<file path="src/rtl/twiddle_mult.sv">
// Complex twiddle multiplier: captures 8 Q8.8 samples, selects a twiddle ROM set,
// then streams 8 saturated products x[k]*W[k] through a two-stage pipeline.
module twiddle_mult #(
  parameter int unsigned WORD_SIZE = 16
) (
  input  logic                   i_clk,
  input  logic                   i_rst_n,
  input  logic                   i_start,
  input  logic [1:0]             i_stage,
  input  logic [8*WORD_SIZE-1:0] i_x_re,
  input  logic [8*WORD_SIZE-1:0] i_x_im,
  input  logic [8*WORD_SIZE-1:0] i_w_re,
  input  logic [8*WORD_SIZE-1:0] i_w_im,
  output logic [1:0]             o_choose_twiddle,
  output logic [WORD_SIZE-1:0]   o_re,
  output logic [WORD_SIZE-1:0]   o_im,
  output logic [2:0]             o_idx,
  output logic                   o_valid,
  output logic                   o_done,
  output logic                   o_busy
);

  localparam int unsigned W    = WORD_SIZE;
  localparam int unsigned NUM  = 8;
  localparam int unsigned BW   = NUM * W;
  localparam int unsigned PW   = 2 * W;
  localparam int unsigned SW   = PW + 1;
  localparam int unsigned FRAC = 8;

  localparam logic [2:0] ST_IDLE  = 3'd0;
  localparam logic [2:0] ST_WAIT  = 3'd1;
  localparam logic [2:0] ST_LOAD  = 3'd2;
  localparam logic [2:0] ST_RUN   = 3'd3;
  localparam logic [2:0] ST_DRAIN = 3'd4;

  logic [2:0]    state_q, state_d;
  logic [2:0]    k_q, k_d;
  logic          cap_x_c, cap_w_c, issue_c;

  logic [BW-1:0] x_re_q, x_im_q, w_re_q, w_im_q;
  logic [1:0]    choose_q;
  logic          busy_q;

  logic signed [PW-1:0] s1_rr_q, s1_ii_q, s1_ri_q, s1_ir_q;
  logic                 s1_valid_q;
  logic [2:0]           s1_idx_q;

  logic [W-1:0]  re_q, im_q;
  logic [2:0]    idx_q;
  logic          valid_q, done_q;

  logic signed [W-1:0]  xr_c, xi_c, wr_c, wi_c;
  logic signed [SW-1:0] re_sum_c, im_sum_c, re_sh_c, im_sh_c;

  // Clamp a shifted sum into the signed W-bit range
  function automatic logic [W-1:0] sat_word(input logic signed [SW-1:0] v);
    logic [W-1:0] r;
    if ((&v[SW-1:W-1]) || (~|v[SW-1:W-1])) begin
      r = v[W-1:0];
    end else if (v[SW-1]) begin
      r = {1'b1, {(W-1){1'b0}}};
    end else begin
      r = {1'b0, {(W-1){1'b1}}};
    end
    return r;
  endfunction

  always_ff @(posedge i_clk or negedge i_rst_n) begin
    if (!i_rst_n) begin
      state_q <= ST_IDLE;
      k_q     <= 3'd0;
    end else begin
      state_q <= state_d;
      k_q     <= k_d;
    end
  end

  always_comb begin
    state_d = state_q;
    k_d     = k_q;
    cap_x_c = 1'b0;
    cap_w_c = 1'b0;
    issue_c = 1'b0;
    case (state_q)
      ST_IDLE: begin
        if (i_start) begin
          cap_x_c = 1'b1;
          state_d = ST_WAIT;
        end
      end
      ST_WAIT: state_d = ST_LOAD;
      ST_LOAD: begin
        cap_w_c = 1'b1;
        k_d     = 3'd0;
        state_d = ST_RUN;
      end
      ST_RUN: begin
        issue_c = 1'b1;
        k_d     = k_q + 3'd1;
        if (k_q == 3'd7) begin
          state_d = ST_DRAIN;
        end
      end
      ST_DRAIN: state_d = ST_IDLE;
      default:  state_d = ST_IDLE;
    endcase
  end

  // Operand select for the current index
  always_comb begin
    xr_c = x_re_q[32'(k_q) * W +: W];
    xi_c = x_im_q[32'(k_q) * W +: W];
    wr_c = w_re_q[32'(k_q) * W +: W];
    wi_c = w_im_q[32'(k_q) * W +: W];
  end

  always_ff @(posedge i_clk or negedge i_rst_n) begin
    if (!i_rst_n) begin
      x_re_q   <= '0;
      x_im_q   <= '0;
      w_re_q   <= '0;
      w_im_q   <= '0;
      choose_q <= 2'd0;
      busy_q   <= 1'b0;
    end else begin
      if (cap_x_c) begin
        x_re_q   <= i_x_re;
        x_im_q   <= i_x_im;
        choose_q <= i_stage;
      end
      if (cap_w_c) begin
        w_re_q <= i_w_re;
        w_im_q <= i_w_im;
      end
      busy_q <= (state_d != ST_IDLE);
    end
  end

  // Stage 1: four partial products
  always_ff @(posedge i_clk or negedge i_rst_n) begin
    if (!i_rst_n) begin
      s1_rr_q    <= '0;
      s1_ii_q    <= '0;
      s1_ri_q    <= '0;
      s1_ir_q    <= '0;
      s1_valid_q <= 1'b0;
      s1_idx_q   <= 3'd0;
    end else begin
      s1_valid_q <= issue_c;
      if (issue_c) begin
        s1_rr_q  <= PW'(xr_c) * PW'(wr_c);
        s1_ii_q  <= PW'(xi_c) * PW'(wi_c);
        s1_ri_q  <= PW'(xr_c) * PW'(wi_c);
        s1_ir_q  <= PW'(xi_c) * PW'(wr_c);
        s1_idx_q <= k_q;
      end
    end
  end

  // Stage 2: combine, floor-shift to Q8.8, saturate
  always_comb begin
    re_sum_c = SW'(s1_rr_q) - SW'(s1_ii_q);
    im_sum_c = SW'(s1_ri_q) + SW'(s1_ir_q);
    re_sh_c  = re_sum_c >>> FRAC;
    im_sh_c  = im_sum_c >>> FRAC;
  end

  always_ff @(posedge i_clk or negedge i_rst_n) begin
    if (!i_rst_n) begin
      re_q    <= '0;
      im_q    <= '0;
      idx_q   <= 3'd0;
      valid_q <= 1'b0;
      done_q  <= 1'b0;
    end else begin
      valid_q <= s1_valid_q;
      done_q  <= s1_valid_q && (s1_idx_q == 3'd7);
      if (s1_valid_q) begin
        re_q  <= sat_word(re_sh_c);
        im_q  <= sat_word(im_sh_c);
        idx_q <= s1_idx_q;
      end
    end
  end

  assign o_choose_twiddle = choose_q;
  assign o_re             = re_q;
  assign o_im             = im_q;
  assign o_idx            = idx_q;
  assign o_valid          = valid_q;
  assign o_done           = done_q;
  assign o_busy           = busy_q;

endmodule

</file>
<file path="config.mk">
export PLATFORM = sky130hd
export DESIGN_NAME = twiddle_mult
export DESIGN_NICKNAME = d
export VERILOG_FILES = /design/src/rtl/twiddle_mult.sv
export SDC_FILE = /design/constraint.sdc
export NUM_CORES = 2
export LEC_CHECK = 0
export CAP_MARGIN = 40
export CORE_UTILIZATION = 45
export DETAILED_ROUTE_END_ITERATION = 6
export PLACE_DENSITY = 0.66
export SYNTH_ARGS = -nofsm -noshare
export SYNTH_HDL_FRONTEND = slang
export SYNTH_SLANG_ARGS = --single-unit
</file>
<file path="constraint.sdc">
create_clock -name i_clk -period 8.55 [get_ports i_clk]
set_input_delay 0.855 -clock i_clk [delete_from_list [all_inputs] [get_ports i_clk]]
set_output_delay 0.855 -clock i_clk [all_outputs]
set_load 0.1 [all_outputs]
</file>
==> flow_summary_export.csv <==
group,metric,value,unit
worst_setup_path,critical-path-max-stage-delay,0.57,ns
worst_setup_path,cp-start-kind,"flip-flop",
floorplanning,design.die.area,0.159,mm2
job,maxCapViolations,0,
layout,final_core_utilization,53.5,%
sta,fmaxAchievable,0.122,GHz
worst_setup_path,r2r_setup_slack,0.32,ns
synthesis,synth_sequential_area_ratio,24.4,%
grt,first_global_vias,54400,
synthesis,ys_dominant_reg_cell,"sky130_fd_sc_hd__dfrtp_1",
worst_setup_path,regToRegEndpoint,"s1_ri_q[31]",
floorplanning,number_of_primary_i_o_pins,557,
synthesis,synth.top_cells.by_count,"sky130_fd_sc_hd__inv_1 (1262), sky130_fd_sc_hd__fa_1 (1048), sky130_fd_sc_hd__dfrtp_1 (690)",
worst_setup_path,worst_ep_arrival_time,8.77,ns
sta,tightest_slew,1.01,ns
synthesis,synthesis.nets,8713,
synthesis,synth_top_cells_by_area,"sky130_fd_sc_hd__fa_1 (30%), sky130_fd_sc_hd__dfrtp_1 (24%), sky130_fd_sc_hd__mux2_2 (9.0%), sky130_fd_sc_hd__ha_1 (6.9%), sky130_fd_sc_hd__inv_1 (6.7%)",
sta,final_skew,0.0724,ns
clock_network,numCtsBuffers,80,
drt,routed_wire_length_per_instance,23.5,um
synthesis,synth.most_common_cell,"sky130_fd_sc_hd__inv_1",
clock_network,cts-htree-levels,3,
worst_setup_path,worst_ep_required_time,9.09,ns
grt,grt_first_pass_wirelength,337000,um
synthesis,avgSynthCellArea,10.5,um2
synthesis,synth_compound_gate_area_share,5.47,%
synthesis,synthesis.yosys.warnings,0,
worst_setup_path,r2r.worst_path.cells,29,
floorplanning,rows,145,
sta,setup-violations-final,0,
hold_path,holdCritPathClass,"in2async",
layout,fin_nets,9277,
grt,grt_antenna_before_repair,50,
sta,rsz0062_at_grt,"false",
floorplanning,die_h,399,um
synthesis,yosys.area_share.adder,36.6,%
floorplanning,core_area,0.156,mm2
placed_design,hpwl,182000,um
synthesis,mapped_area,0.0708,mm2
drt,vias_per_cell,5.41,
clock_network,numClockSinks,690,
clock_network,clk_path_buf_depth,3,
worst_setup_path,critPathKind,"reg2reg",
sta,maxSlewViolCount,0,
placed_design,numPortBuffers,556,
drt,ant_nets,0,
drt,detail_route.iter0.violations,3567,
worst_setup_path,worstSetupEndpointType,"flip-flop",
floorplanning,die_width,399,um
synthesis,yosys.area.top_type,"sky130_fd_sc_hd__fa_1",
sta,whs,0.120,ns
worst_setup_path,cp_max_fo,15,
layout,multi_input_area,0.0479,mm2
synthesis,synth_edf_count,0,
drt,drt_wl_total,223000,um
layout,num-fill-cells,13700,
placed_design,globalplace.congestion,0.984,
sta,finalHoldViolations,0,
layout,layout-area-overhead-vs-synth,18.0,%
clock_network,worst_skew_pair.late_latency,0.74,ns
layout,layout.area.seq,0.0173,mm2
sta,fin_setup_tns,0,ns
worst_setup_path,critPathMostFrequentCell,"sky130_fd_sc_hd__fa_1",
worst_setup_path,startpoint_of_the_lowest_slack_register_to_register_path,"k_q[0]",
run_status,run_status,"completed",
grt,grt_overflow,0,
drt,num_vias,51200,
synthesis,synth_top_family_by_area,"adder cells",
sta,final_min_period_over_clock_period,96.3,%
layout,final_layout_size_suffix_gt1_share,15.6,%
synthesis,synth.distinct_cells,87,
synthesis,post_synth_mux_area_share,14.0,%
sta,final.min_clock_period,8.23,ns
clock_network,ctsHoldBuffers,0,
clock_network,tritoncts,"done",
worst_setup_path,timing.critical_path.slowest_stage_cell,"sky130_fd_sc_hd__mux4_2",
synthesis,synth_top_cell_area_share,29.7,%
floorplanning,floorplan.initialDensity,45.3,%
drt,drt_pre_antenna_iters,6,
sta,max_slew_margin,32.6,%
clock_network,ctsRootBufferMaster,"sky130_fd_sc_hd__clkbuf_16",
grt,pin_count_of_the_biggest_net_entering_global_routing,192,
clock_network,worst_setup_hold_path_clk_slew,0.06,ns
worst_setup_path,critPathLaunch,"k_q[0]",
synthesis,postSynthRegisterBits,690,
synthesis,post_synth_inst_count,6756,
synthesis,synth_xor_xnor_area_share,2.17,%
grt,track_usage,28.6,%
synthesis,postSynth.asyncResetShare,100,%
drt,final_routed_drc_violation_total,0,
synthesis,synth_simple_gate_area_share,9.04,%
[how the worst max path moves through the flow]
stage	endpoint	slack [ns]	cells past startpoint
floorplan	s1_ir_q[31]	0.06	28
global placement	s1_rr_q[31]	0.28	28
detailed placement	s1_rr_q[31]	0.30	27
CTS	s1_rr_q[31]	0.20	28
global route	s1_ri_q[30]	0.01	29
finish	s1_ri_q[31]	0.32	29
[area by class of cell]
cell class | instances | area share (%)
diodes | 31 | 0.0929
multi-input cells | 4500 | 57.4
repair buffers | 786 | 9.76
clock buffers | 115 | 2.77
flip-flops and latches | 690 | 20.7
inverters | 1262 | 5.67
well taps | 2058 | 3.08
clock inverters | 30 | 0.577
[logic make-up after synthesis]
family | Yosys count
muxes | 757
and+or+nand+nor | 1530
AOI/OAI and AO/OA | 598
xor gates and xnor gates | 175
DFF | 690
buffers and inverters | 1566
adders and majority gates | 1440
[repair_timing]
action                                  4_1_cts  5_1_grt
resized for setup                             0        3
endpoints found under the setup margin        0        8
buffers inserted                              0        2
[state kept, by name (all words and copies together) (netlist names)]
| name | flops |
|---|---|
| w_im_q | 128 |
| s1_rr_q | 32 |
| s1_ri_q | 32 |
| w_re_q | 128 |
| o_im | 16 |
| state_q | 3 |
| o_choose_twiddle | 2 |
| s1_idx_q | 3 |
| o_busy | 1 |
| o_valid | 1 |
| o_idx | 3 |
| s1_ii_q | 32 |
| o_re | 16 |
| s1_ir_q | 32 |
| o_done | 1 |
| x_im_q | 128 |
| s1_valid_q | 1 |
| x_re_q | 128 |
| k_q | 3 |
[per-layer routing]
layer	vias to the layer above	GRT usage (%)	wire length (um)
met5	-	0	214
met3	469	6.93	18300
met2	1958	46.3	104000
met4	32	12.0	10700
li1	22500	-	-
met1	26200	36.8	89100
[worst max-delay path: cells and delay by family (launching register included)]
family / cells / cell delay, ns
AO/OA/AOI/OAI: 6 / 0.96
XOR/XNOR: 1 / 0.13
adder cells (fa/ha/maj): 7 / 3.27
buffers and inverters: 8 / 1.19
flip-flops: 1 / 0.48
multiplexers: 2 / 0.93
AND/OR/NAND/NOR: 5 / 1.03
[stage by stage]
step	setup WS, ns	area (um2)	cells
after floorplan	0.0642	70800	6756
after detailed placement	0.305	80600	9294
after CTS	0.198	83400	9439
after global routing	0.0112	83500	9465
final	0.320	83500	9472
after global placement	0.279	79800	9250
[layout by cell type, fill, tap and decap left out, drive strengths merged, types with 62 or more instances in the layout]
| cell | Yosys | final |
|---|---|---|
| fa | 1048 | 1048 |
| clkbuf | 263 | 115 |
| mux2 | 568 | 568 |
| nand2 | 663 | 663 |
| inv | 1262 | 1265 |
| ha | 392 | 392 |
| nand2b | 65 | 65 |
| dfrtp | 690 | 690 |
| a21oi | 133 | 133 |
| buf | 41 | 231 |
| o21ai | 189 | 189 |
| nor2 | 607 | 607 |
| xnor2 | 124 | 124 |
| clkdlybuf4s50 | 0 | 555 |
| a21o | 62 | 62 |
| mux4 | 128 | 128 |
Power is not shown: default switching activity piles up to over one toggle a cycle in this logic, so the estimate is an artifact.
